===== src/rtl/ram_arbiter_if.sv =====
// Request/acknowledge and RAM-port bundle between two clients, the arbiter and one RAM.
// Latency: wires only; no state lives here.
// Backpressure: clients hold req with stable fields until ack; the RAM side has none.
// Ports: req/we/addr/wdata per client in; ack/rvalid per client and shared rdata out;
//        ram_addr_in/ram_data_in/ram_w (write port), ram_addr_out/ram_r (read port), ram_data_out.
interface ram_arbiter_if #(
    parameter int n = 4,
    parameter int m = 4
);
    logic         req0;
    logic         req1;
    logic         we0;
    logic         we1;
    logic [n-1:0] addr0;
    logic [n-1:0] addr1;
    logic [m-1:0] wdata0;
    logic [m-1:0] wdata1;
    logic         ack0;
    logic         ack1;
    logic         rvalid0;
    logic         rvalid1;
    logic [m-1:0] rdata;
    logic [n-1:0] ram_addr_in;
    logic [m-1:0] ram_data_in;
    logic         ram_w;
    logic [n-1:0] ram_addr_out;
    logic         ram_r;
    logic [m-1:0] ram_data_out;

    // Arbiter side.
    modport slave (
        input  req0, req1, we0, we1, addr0, addr1, wdata0, wdata1, ram_data_out,
        output ack0, ack1, rvalid0, rvalid1, rdata,
               ram_addr_in, ram_data_in, ram_w, ram_addr_out, ram_r
    );

    // Client + RAM side.
    modport master (
        output req0, req1, we0, we1, addr0, addr1, wdata0, wdata1, ram_data_out,
        input  ack0, ack1, rvalid0, rvalid1, rdata,
               ram_addr_in, ram_data_in, ram_w, ram_addr_out, ram_r
    );
endinterface


===== src/rtl/ram_arbiter.sv =====
// Round-robin arbiter/sequencer granting a dual-port RAM to one of two requesters.
// Latency: ack (and rvalid/rdata for reads) 2 cycles after req is sampled; 1 transaction per 3 cycles.
// Backpressure: loser keeps req high and is served next; requests during ACCESS/DONE are not queued.
// Ports: clk, rst (synchronous, active high); bus = ram_arbiter_if.slave carrying both
//        client handshakes and the RAM write/read ports. All outputs are registered.
module ram_arbiter #(
    parameter int n = 4,
    parameter int m = 4
) (
    input  logic         clk,
    input  logic         rst,
    ram_arbiter_if.slave bus
);

    typedef enum logic [1:0] {
        IDLE   = 2'd0,
        ACCESS = 2'd1,
        DONE   = 2'd2
    } state_t;

    state_t       state_q, state_d;
    logic         prio_q, prio_d;       // port that wins when both request
    logic         id_q, id_d;           // latched winner
    logic         we_q, we_d;
    logic [n-1:0] addr_q, addr_d;       // feeds both RAM address ports directly
    logic [m-1:0] wdata_q, wdata_d;
    logic         ram_w_q, ram_w_d;
    logic         ram_r_q, ram_r_d;
    logic [1:0]   ack_q, ack_d;
    logic [1:0]   rvalid_q, rvalid_d;
    logic [m-1:0] rdata_q, rdata_d;
    logic         win;

    always_ff @(posedge clk) begin
        if (rst) begin
            state_q  <= IDLE;
            prio_q   <= 1'b0;
            id_q     <= 1'b0;
            we_q     <= 1'b0;
            addr_q   <= '0;
            wdata_q  <= '0;
            ram_w_q  <= 1'b0;
            ram_r_q  <= 1'b0;
            ack_q    <= '0;
            rvalid_q <= '0;
            rdata_q  <= '0;
        end else begin
            state_q  <= state_d;
            prio_q   <= prio_d;
            id_q     <= id_d;
            we_q     <= we_d;
            addr_q   <= addr_d;
            wdata_q  <= wdata_d;
            ram_w_q  <= ram_w_d;
            ram_r_q  <= ram_r_d;
            ack_q    <= ack_d;
            rvalid_q <= rvalid_d;
            rdata_q  <= rdata_d;
        end
    end

    always_comb begin
        state_d  = state_q;
        prio_d   = prio_q;
        id_d     = id_q;
        we_d     = we_q;
        addr_d   = addr_q;
        wdata_d  = wdata_q;
        ram_w_d  = 1'b0;   // strobes only ever last the single ACCESS cycle
        ram_r_d  = 1'b0;
        ack_d    = '0;
        rvalid_d = '0;
        rdata_d  = rdata_q;
        win      = 1'b0;

        case (state_q)
            IDLE: begin
                if (bus.req0 || bus.req1) begin
                    win     = (bus.req0 && bus.req1) ? prio_q : bus.req1;
                    id_d    = win;
                    we_d    = win ? bus.we1    : bus.we0;
                    addr_d  = win ? bus.addr1  : bus.addr0;
                    wdata_d = win ? bus.wdata1 : bus.wdata0;
                    // Strobe rises on the same edge as the address, so the RAM
                    // never sees a strobe with a moving address.
                    ram_w_d = we_d;
                    ram_r_d = !we_d;
                    state_d = ACCESS;
                end
            end
            ACCESS: begin
                ack_d[id_q] = 1'b1;
                if (!we_q) begin
                    rvalid_d[id_q] = 1'b1;
                    rdata_d        = bus.ram_data_out;
                end
                // Toggle away from every grant, contended or not.
                prio_d  = ~id_q;
                state_d = DONE;
            end
            DONE: begin
                state_d = IDLE;
            end
            default: begin
                state_d = IDLE;
            end
        endcase
    end

    assign bus.ack0         = ack_q[0];
    assign bus.ack1         = ack_q[1];
    assign bus.rvalid0      = rvalid_q[0];
    assign bus.rvalid1      = rvalid_q[1];
    assign bus.rdata        = rdata_q;
    assign bus.ram_addr_in  = addr_q;
    assign bus.ram_addr_out = addr_q;
    assign bus.ram_data_in  = wdata_q;
    assign bus.ram_w        = ram_w_q;
    assign bus.ram_r        = ram_r_q;

endmodule


===== src/flat_wrapper.sv =====
// flat-port wrapper written by rule: the top's interface ports become plain ports
module ram_arbiter_flat 
#(
    parameter int n = 4,
    parameter int m = 4
)
  (clk, rst, bus_req0, bus_req1, bus_we0, bus_we1, bus_addr0, bus_addr1, bus_wdata0, bus_wdata1, bus_ram_data_out, bus_ack0, bus_ack1, bus_rvalid0, bus_rvalid1, bus_rdata, bus_ram_addr_in, bus_ram_data_in, bus_ram_w, bus_ram_addr_out, bus_ram_r);
  ram_arbiter_if #(.n(n), .m(m)) bus_i ();
  input  logic clk;
  input  logic rst;
  input wire logic [$bits(bus_i.req0)-1:0] bus_req0;
  input wire logic [$bits(bus_i.req1)-1:0] bus_req1;
  input wire logic [$bits(bus_i.we0)-1:0] bus_we0;
  input wire logic [$bits(bus_i.we1)-1:0] bus_we1;
  input wire logic [$bits(bus_i.addr0)-1:0] bus_addr0;
  input wire logic [$bits(bus_i.addr1)-1:0] bus_addr1;
  input wire logic [$bits(bus_i.wdata0)-1:0] bus_wdata0;
  input wire logic [$bits(bus_i.wdata1)-1:0] bus_wdata1;
  input wire logic [$bits(bus_i.ram_data_out)-1:0] bus_ram_data_out;
  output wire logic [$bits(bus_i.ack0)-1:0] bus_ack0;
  output wire logic [$bits(bus_i.ack1)-1:0] bus_ack1;
  output wire logic [$bits(bus_i.rvalid0)-1:0] bus_rvalid0;
  output wire logic [$bits(bus_i.rvalid1)-1:0] bus_rvalid1;
  output wire logic [$bits(bus_i.rdata)-1:0] bus_rdata;
  output wire logic [$bits(bus_i.ram_addr_in)-1:0] bus_ram_addr_in;
  output wire logic [$bits(bus_i.ram_data_in)-1:0] bus_ram_data_in;
  output wire logic [$bits(bus_i.ram_w)-1:0] bus_ram_w;
  output wire logic [$bits(bus_i.ram_addr_out)-1:0] bus_ram_addr_out;
  output wire logic [$bits(bus_i.ram_r)-1:0] bus_ram_r;
  assign bus_i.req0 = bus_req0;
  assign bus_i.req1 = bus_req1;
  assign bus_i.we0 = bus_we0;
  assign bus_i.we1 = bus_we1;
  assign bus_i.addr0 = bus_addr0;
  assign bus_i.addr1 = bus_addr1;
  assign bus_i.wdata0 = bus_wdata0;
  assign bus_i.wdata1 = bus_wdata1;
  assign bus_i.ram_data_out = bus_ram_data_out;
  assign bus_ack0 = bus_i.ack0;
  assign bus_ack1 = bus_i.ack1;
  assign bus_rvalid0 = bus_i.rvalid0;
  assign bus_rvalid1 = bus_i.rvalid1;
  assign bus_rdata = bus_i.rdata;
  assign bus_ram_addr_in = bus_i.ram_addr_in;
  assign bus_ram_data_in = bus_i.ram_data_in;
  assign bus_ram_w = bus_i.ram_w;
  assign bus_ram_addr_out = bus_i.ram_addr_out;
  assign bus_ram_r = bus_i.ram_r;
  ram_arbiter #(.n(n), .m(m)) u_core (.clk(clk), .rst(rst), .bus(bus_i));
endmodule

===== config.mk =====
export PLATFORM = sky130hd
export DESIGN_NAME = ram_arbiter_flat
export DESIGN_NICKNAME = d
export VERILOG_FILES = /design/src/rtl/ram_arbiter_if.sv /design/src/rtl/ram_arbiter.sv /design/src/flat_wrapper.sv
export SDC_FILE = /design/constraint.sdc
export NUM_CORES = 1
export LEC_CHECK = 0
export BUFFER_PORTS_ARGS = -buffer_cell sky130_fd_sc_hd__buf_2
export CORE_UTILIZATION = 40
export DETAILED_ROUTE_END_ITERATION = 6
export PLACE_DENSITY = 0.71
export SYNTH_ARGS = -nofsm -noshare
export SYNTH_HDL_FRONTEND = slang
export SYNTH_SLANG_ARGS = --single-unit

===== constraint.sdc =====
create_clock -name clk -period 1.3 [get_ports clk]
set_input_delay 0.13 -clock clk [delete_from_list [all_inputs] [get_ports clk]]
set_output_delay 0.13 -clock clk [all_outputs]
set_load 0.005 [all_outputs]

### Word level (Yosys, flattened, before mapping)

Cells that the tools add are included.
Widths: inputs -> output; s select.

* flip-flop bits (word level): 23
* input bits: 26
* output and inout bits: 22

* $lt $le $gt $ge: 2
* eq/ne operators: 2
* multiplexer cells: 8
* bitwise operators: 5
* reduce and logical (&&, ||, !) cells: 10

Operator list (number)
* $mux 4: 2
* $reduce_or 3->1: 2
* $not 1->1: 5
* $pmux 2 s2: 1
* $reduce_and 2->1: 2
* $mux 1: 3
* $eq 2x1->1 const B: 1
* $logic_and 1x1->1: 2
* $logic_not 2->1: 1
* $lt 1x2->1 const B: 1
* $mux 2: 1
* $ne 2x1->1 const B: 1
* $reduce_or 2->1: 1
* $demux 1 s1: 1
* $ge 1x1->1 const B: 1
* $logic_not 1->1: 1
* $logic_or 1x1->1: 1

### Logic depth before layout (Yosys ltp)

* depth in word-level cells: 4
* depth in mapped cells: 5

### Least setup slack after synthesis

Ideal clock, no wire load.

* path kind: reg2reg
* start point: register u_core.state_q[0]
* end point: register u_core.rdata_q[0] (netlist: u_core.bus.rdata[0])
* library setup time: 0.114 ns
* data arrival time: 0.989 ns
* data required time: 1.186 ns
* slack: 0.196 ns
* cell stages (with the launch flop): 4
* path through: dfxtp_1 > nor3b_2 > mux2i_1 > nor2_1

* word-level cells in the longest chain between the ends: 2

Ends and longest elaborated chain
* start, declared: line ram_arbiter.sv:21 `state_t state_q, state_d;`
* start signal, assigned: line ram_arbiter.sv:48 `state_q <= state_d;`
* $eq 2x1->1: line ram_arbiter.sv:76 `case (state_q)`
* $reduce_and 2->1 (no line)
* end signal, assigned: line ram_arbiter.sv:58 `rdata_q <= rdata_d;`
* end, declared: line ram_arbiter.sv:31 `logic [m-1:0] rdata_q, rdata_d;`

No other way between the ends.
A chain may end at the register's enable or synchronous reset.

### Worst setup path in the final report

* start point: register u_core.state_q[1]
* end point: register u_core.rvalid_q[1]

* word-level cells in the longest chain between the ends: 3

Ends and longest elaborated chain
* $eq 2x1->1: line ram_arbiter.sv:76
* $not 1->1 (no line)
* $reduce_or 3->1 (no line)
* end signal, assigned: line ram_arbiter.sv:57 `rvalid_q <= rvalid_d;`
* end, declared: line ram_arbiter.sv:30 `logic [1:0] rvalid_q, rvalid_d;`

No other way between the ends.

==> flow_metrics.env <==
export IMPL_worstReg2RegStart="u_core.state_q[1]"
export IMPL_finalMaxSlewViolations=0
export IMPL_grt_pass1_vias=821
export IMPL_fill_cells=211
export IMPL_fin_nets=173
export IMPL_hold_class="input pin to flip-flop"
export IMPL_die_w_um=51.0
export IMPL_start_kind="flip-flop"
export IMPL_ys_seq_area_frac=0.479
export IMPL_ys_warn_count=0
export IMPL_area_growth_pct=26.2
export IMPL_worst_path_max_fanout=6
export IMPL_gp_congestion=0.751
export IMPL_setup_tns_ns=0
export IMPL_tightest_slew_ns=0.402
export IMPL_slowest_stage="dfxtp_1"
export IMPL_min_period_ns=1.21
export IMPL_irDropWorstVdd_v=0.000543
export IMPL_finalSetupViolCount=0
export IMPL_outcome="finished clean"
export IMPL_final_hold_viol_count=0
export IMPL_grt_pass1_wl_um=3520
export IMPL_cts_htree_levels=1
export IMPL_vias=899
export IMPL_coreArea_sq_um=2230
export IMPL_syn_num_nets=128
export IMPL_grt_max_degree=19
export IMPL_postRouteAntennaNets=0
export IMPL_end_kind="flip-flop"
export IMPL_wl_per_cell_um=12.1
export IMPL_antennaDiodeCount=0
export IMPL_clk_latency_ns=0.31
export IMPL_port_buffer_count=47
export IMPL_worstSetupPathType="flip-flop to flip-flop"
export IMPL_initial_core_util=0.430
export IMPL_via_per_inst=5.17
export IMPL_ys_types=25
export IMPL_utilization=0.543
export IMPL_drt_iter0_markers=8
export IMPL_fin_ws_ns=0.0861
export IMPL_cp_arrival_ns=1.43
export IMPL_crit_path_max_incr_delay_ns=0.49
export IMPL_cts_tree="built"
export IMPL_dieHeight_um=51.0
export IMPL_ys_seq_elements=23
export IMPL_cts_buffers=3
export IMPL_synthCells=102
export IMPL_drcViolationCount=0
export IMPL_skew_ns=0.00433
export IMPL_avgSynthCellArea_sq_um=9.42
export IMPL_clk_pin_slew_worst_paths_ns=0.12
export IMPL_clock_fmax_ghz=0.824
export IMPL_crit_start="u_core.state_q[1]"
export IMPL_first_pass_iters=4
export IMPL_rsz0062_at_grt="no"
export IMPL_wl_um=2100
export IMPL_drv_cap=0
export IMPL_track_usage=0.179
export IMPL_dp_hpwl_um=1520
export IMPL_post_cts_repair_setup_buffers=0
export IMPL_global_route_overflow_total=0
export IMPL_drive_gt1_frac=0.411
export IMPL_cts_sinks=23
export IMPL_p_per_area_nw_per_um2=1170
export IMPL_power_mw=1.42
export IMPL_row_count=17
export IMPL_dieArea_sq_um=2600
export IMPL_leakage_nw=0.571
export IMPL_dp_worst_setup_slack_ns=0.0164
export IMPL_antenna_found_initial=0
export IMPL_worstPathCellList="nand2b_1 -> or2_1 -> inv_2 -> and2_4 -> and2b_1"
export IMPL_fin_crit_sh=0.934
export IMPL_relSlewSlack=0.731
export IMPL_cts_root_buf="clkbuf_4"
export IMPL_syn_area_sq_um=961
export IMPL_io_pin_count=48
export IMPL_cp_data_required_time_ns=1.52
export IMPL_clockBufferDepth=2
export IMPL_min_delay_start="bus_ram_data_out[2]"
-- cells in the mapped netlist --
cell,n,area share
nor3b_2,1,0.013
nor3_1,1,0.0052
and4b_1,1,0.010
o31ai_1,1,0.0078
a21oi_1,11,0.057
nor3_2,1,0.010
dfxtp_1,23,0.48
or2_2,1,0.0065
nand3_1,10,0.052
mux2i_1,4,0.042
o21ai_0,9,0.047
or2_1,1,0.0065
clkbuf_8,2,0.029
and2_4,1,0.0091
and2b_1,2,0.016
inv_2,1,0.0039
buf_2,4,0.021
nor2_1,9,0.035
a211oi_1,1,0.0078
nand2_1,1,0.0039
nor3b_1,1,0.0078
a311oi_1,9,0.082
inv_1,1,0.0039
nand2b_1,2,0.013
buf_4,4,0.031
-- flip-flops by register name (all words and copies together), names as in the netlist --
| name | flops |
|---|---|
| u_core.ack_q | 2 |
| u_core.bus.ram_addr_in | 4 |
| u_core.bus.ram_data_in | 4 |
| u_core.bus.ram_r | 1 |
| u_core.bus.ram_w | 1 |
| u_core.bus.rdata | 4 |
| u_core.id_q | 1 |
| u_core.prio_q | 1 |
| u_core.rvalid_q | 2 |
| u_core.state_q | 2 |
| u_core.we_q | 1 |
-- metrics by stage --
| step | std cells | hold slack [ns] | area, sq um |
|---|---|---|---|
| after floorplan | 102 | 0.277 | 961 |
| after global placement | 170 | 0.369 | 1180 |
| after detailed placement | 170 | 0.374 | 1180 |
| after CTS | 174 | 0.0441 | 1200 |
| after global routing | 174 | 0.0489 | 1210 |
| final | 174 | 0.0460 | 1210 |
-- placed cells by master, fill, tap and decap left out, types with 2 or more instances in the layout --
cell type / instances
clkbuf_4: 3
a311oi_1: 9
nand3_1: 10
dfxtp_1: 22
buf_2: 47
buf_4: 3
mux2i_1: 4
and2b_1: 2
o21ai_0: 8
nor2_1: 9
a21oi_1: 11
-- worst paths after layout --
path / end / slack, ns / cells after the start
worst max-delay path: u_core.rvalid_q[1] / 0.09 / 5
worst min-delay path: u_core.bus.rdata[2] / 0.05 / 3
worst max register to register: u_core.rvalid_q[1] / 0.09 / 5
worst min register to register: u_core.ack_q[0] / 0.50 / 1
-- what timing repair did --
| item | 4_1_cts | 5_1_grt |
|---|---|---|
| hold buffers | 0 | 0 |
| endpoints found under the hold margin | 0 | 0 |
| setup endpoints to repair | 0 | 11 |
| gates resized for setup | 0 | 4 |
-- power by group --
group          internal, mW  leakage (nW)  switching (mW)
Combinational         0.147         0.366           0.149
Sequential            0.765         0.190          0.0397
Clock                 0.120        0.0150           0.204
-- cell families after synthesis --
family                 after synthesis  synth area share
multiplexers                         4            0.0417
AND/OR/NAND/NOR                     32             0.189
flip-flops                          23             0.479
buffers and inverters               12            0.0885
AO/OA/AOI/OAI                       31             0.202
-- critical path: cells and delay by family, from the launching register on --
kind	cells	cell delay [ns]
and+or+nand+nor	4	0.59
DFF	1	0.49
buffers and inverters	1	0.05
-- routing by layer --
metal	GRT usage	up-vias	wire length (um)
met2	0.311	46	1030
met1	0.220	395	887
met5	0	-	0
met4	0.0694	0	11
li1	-	456	-
met3	0.0268	2	164
-- layout make-up --
cell class,count,area (sq um),area share
Multi-Input combinational cell,67,424,0.350
Timing Repair Buffer,50,258,0.213
Inverter,2,7.51,0.00619
Tap cell,28,35.0,0.0289
Clock buffer,4,26.3,0.0217
Sequential cell,23,462,0.381
Note: power is estimated with default switching activity, not from simulation.
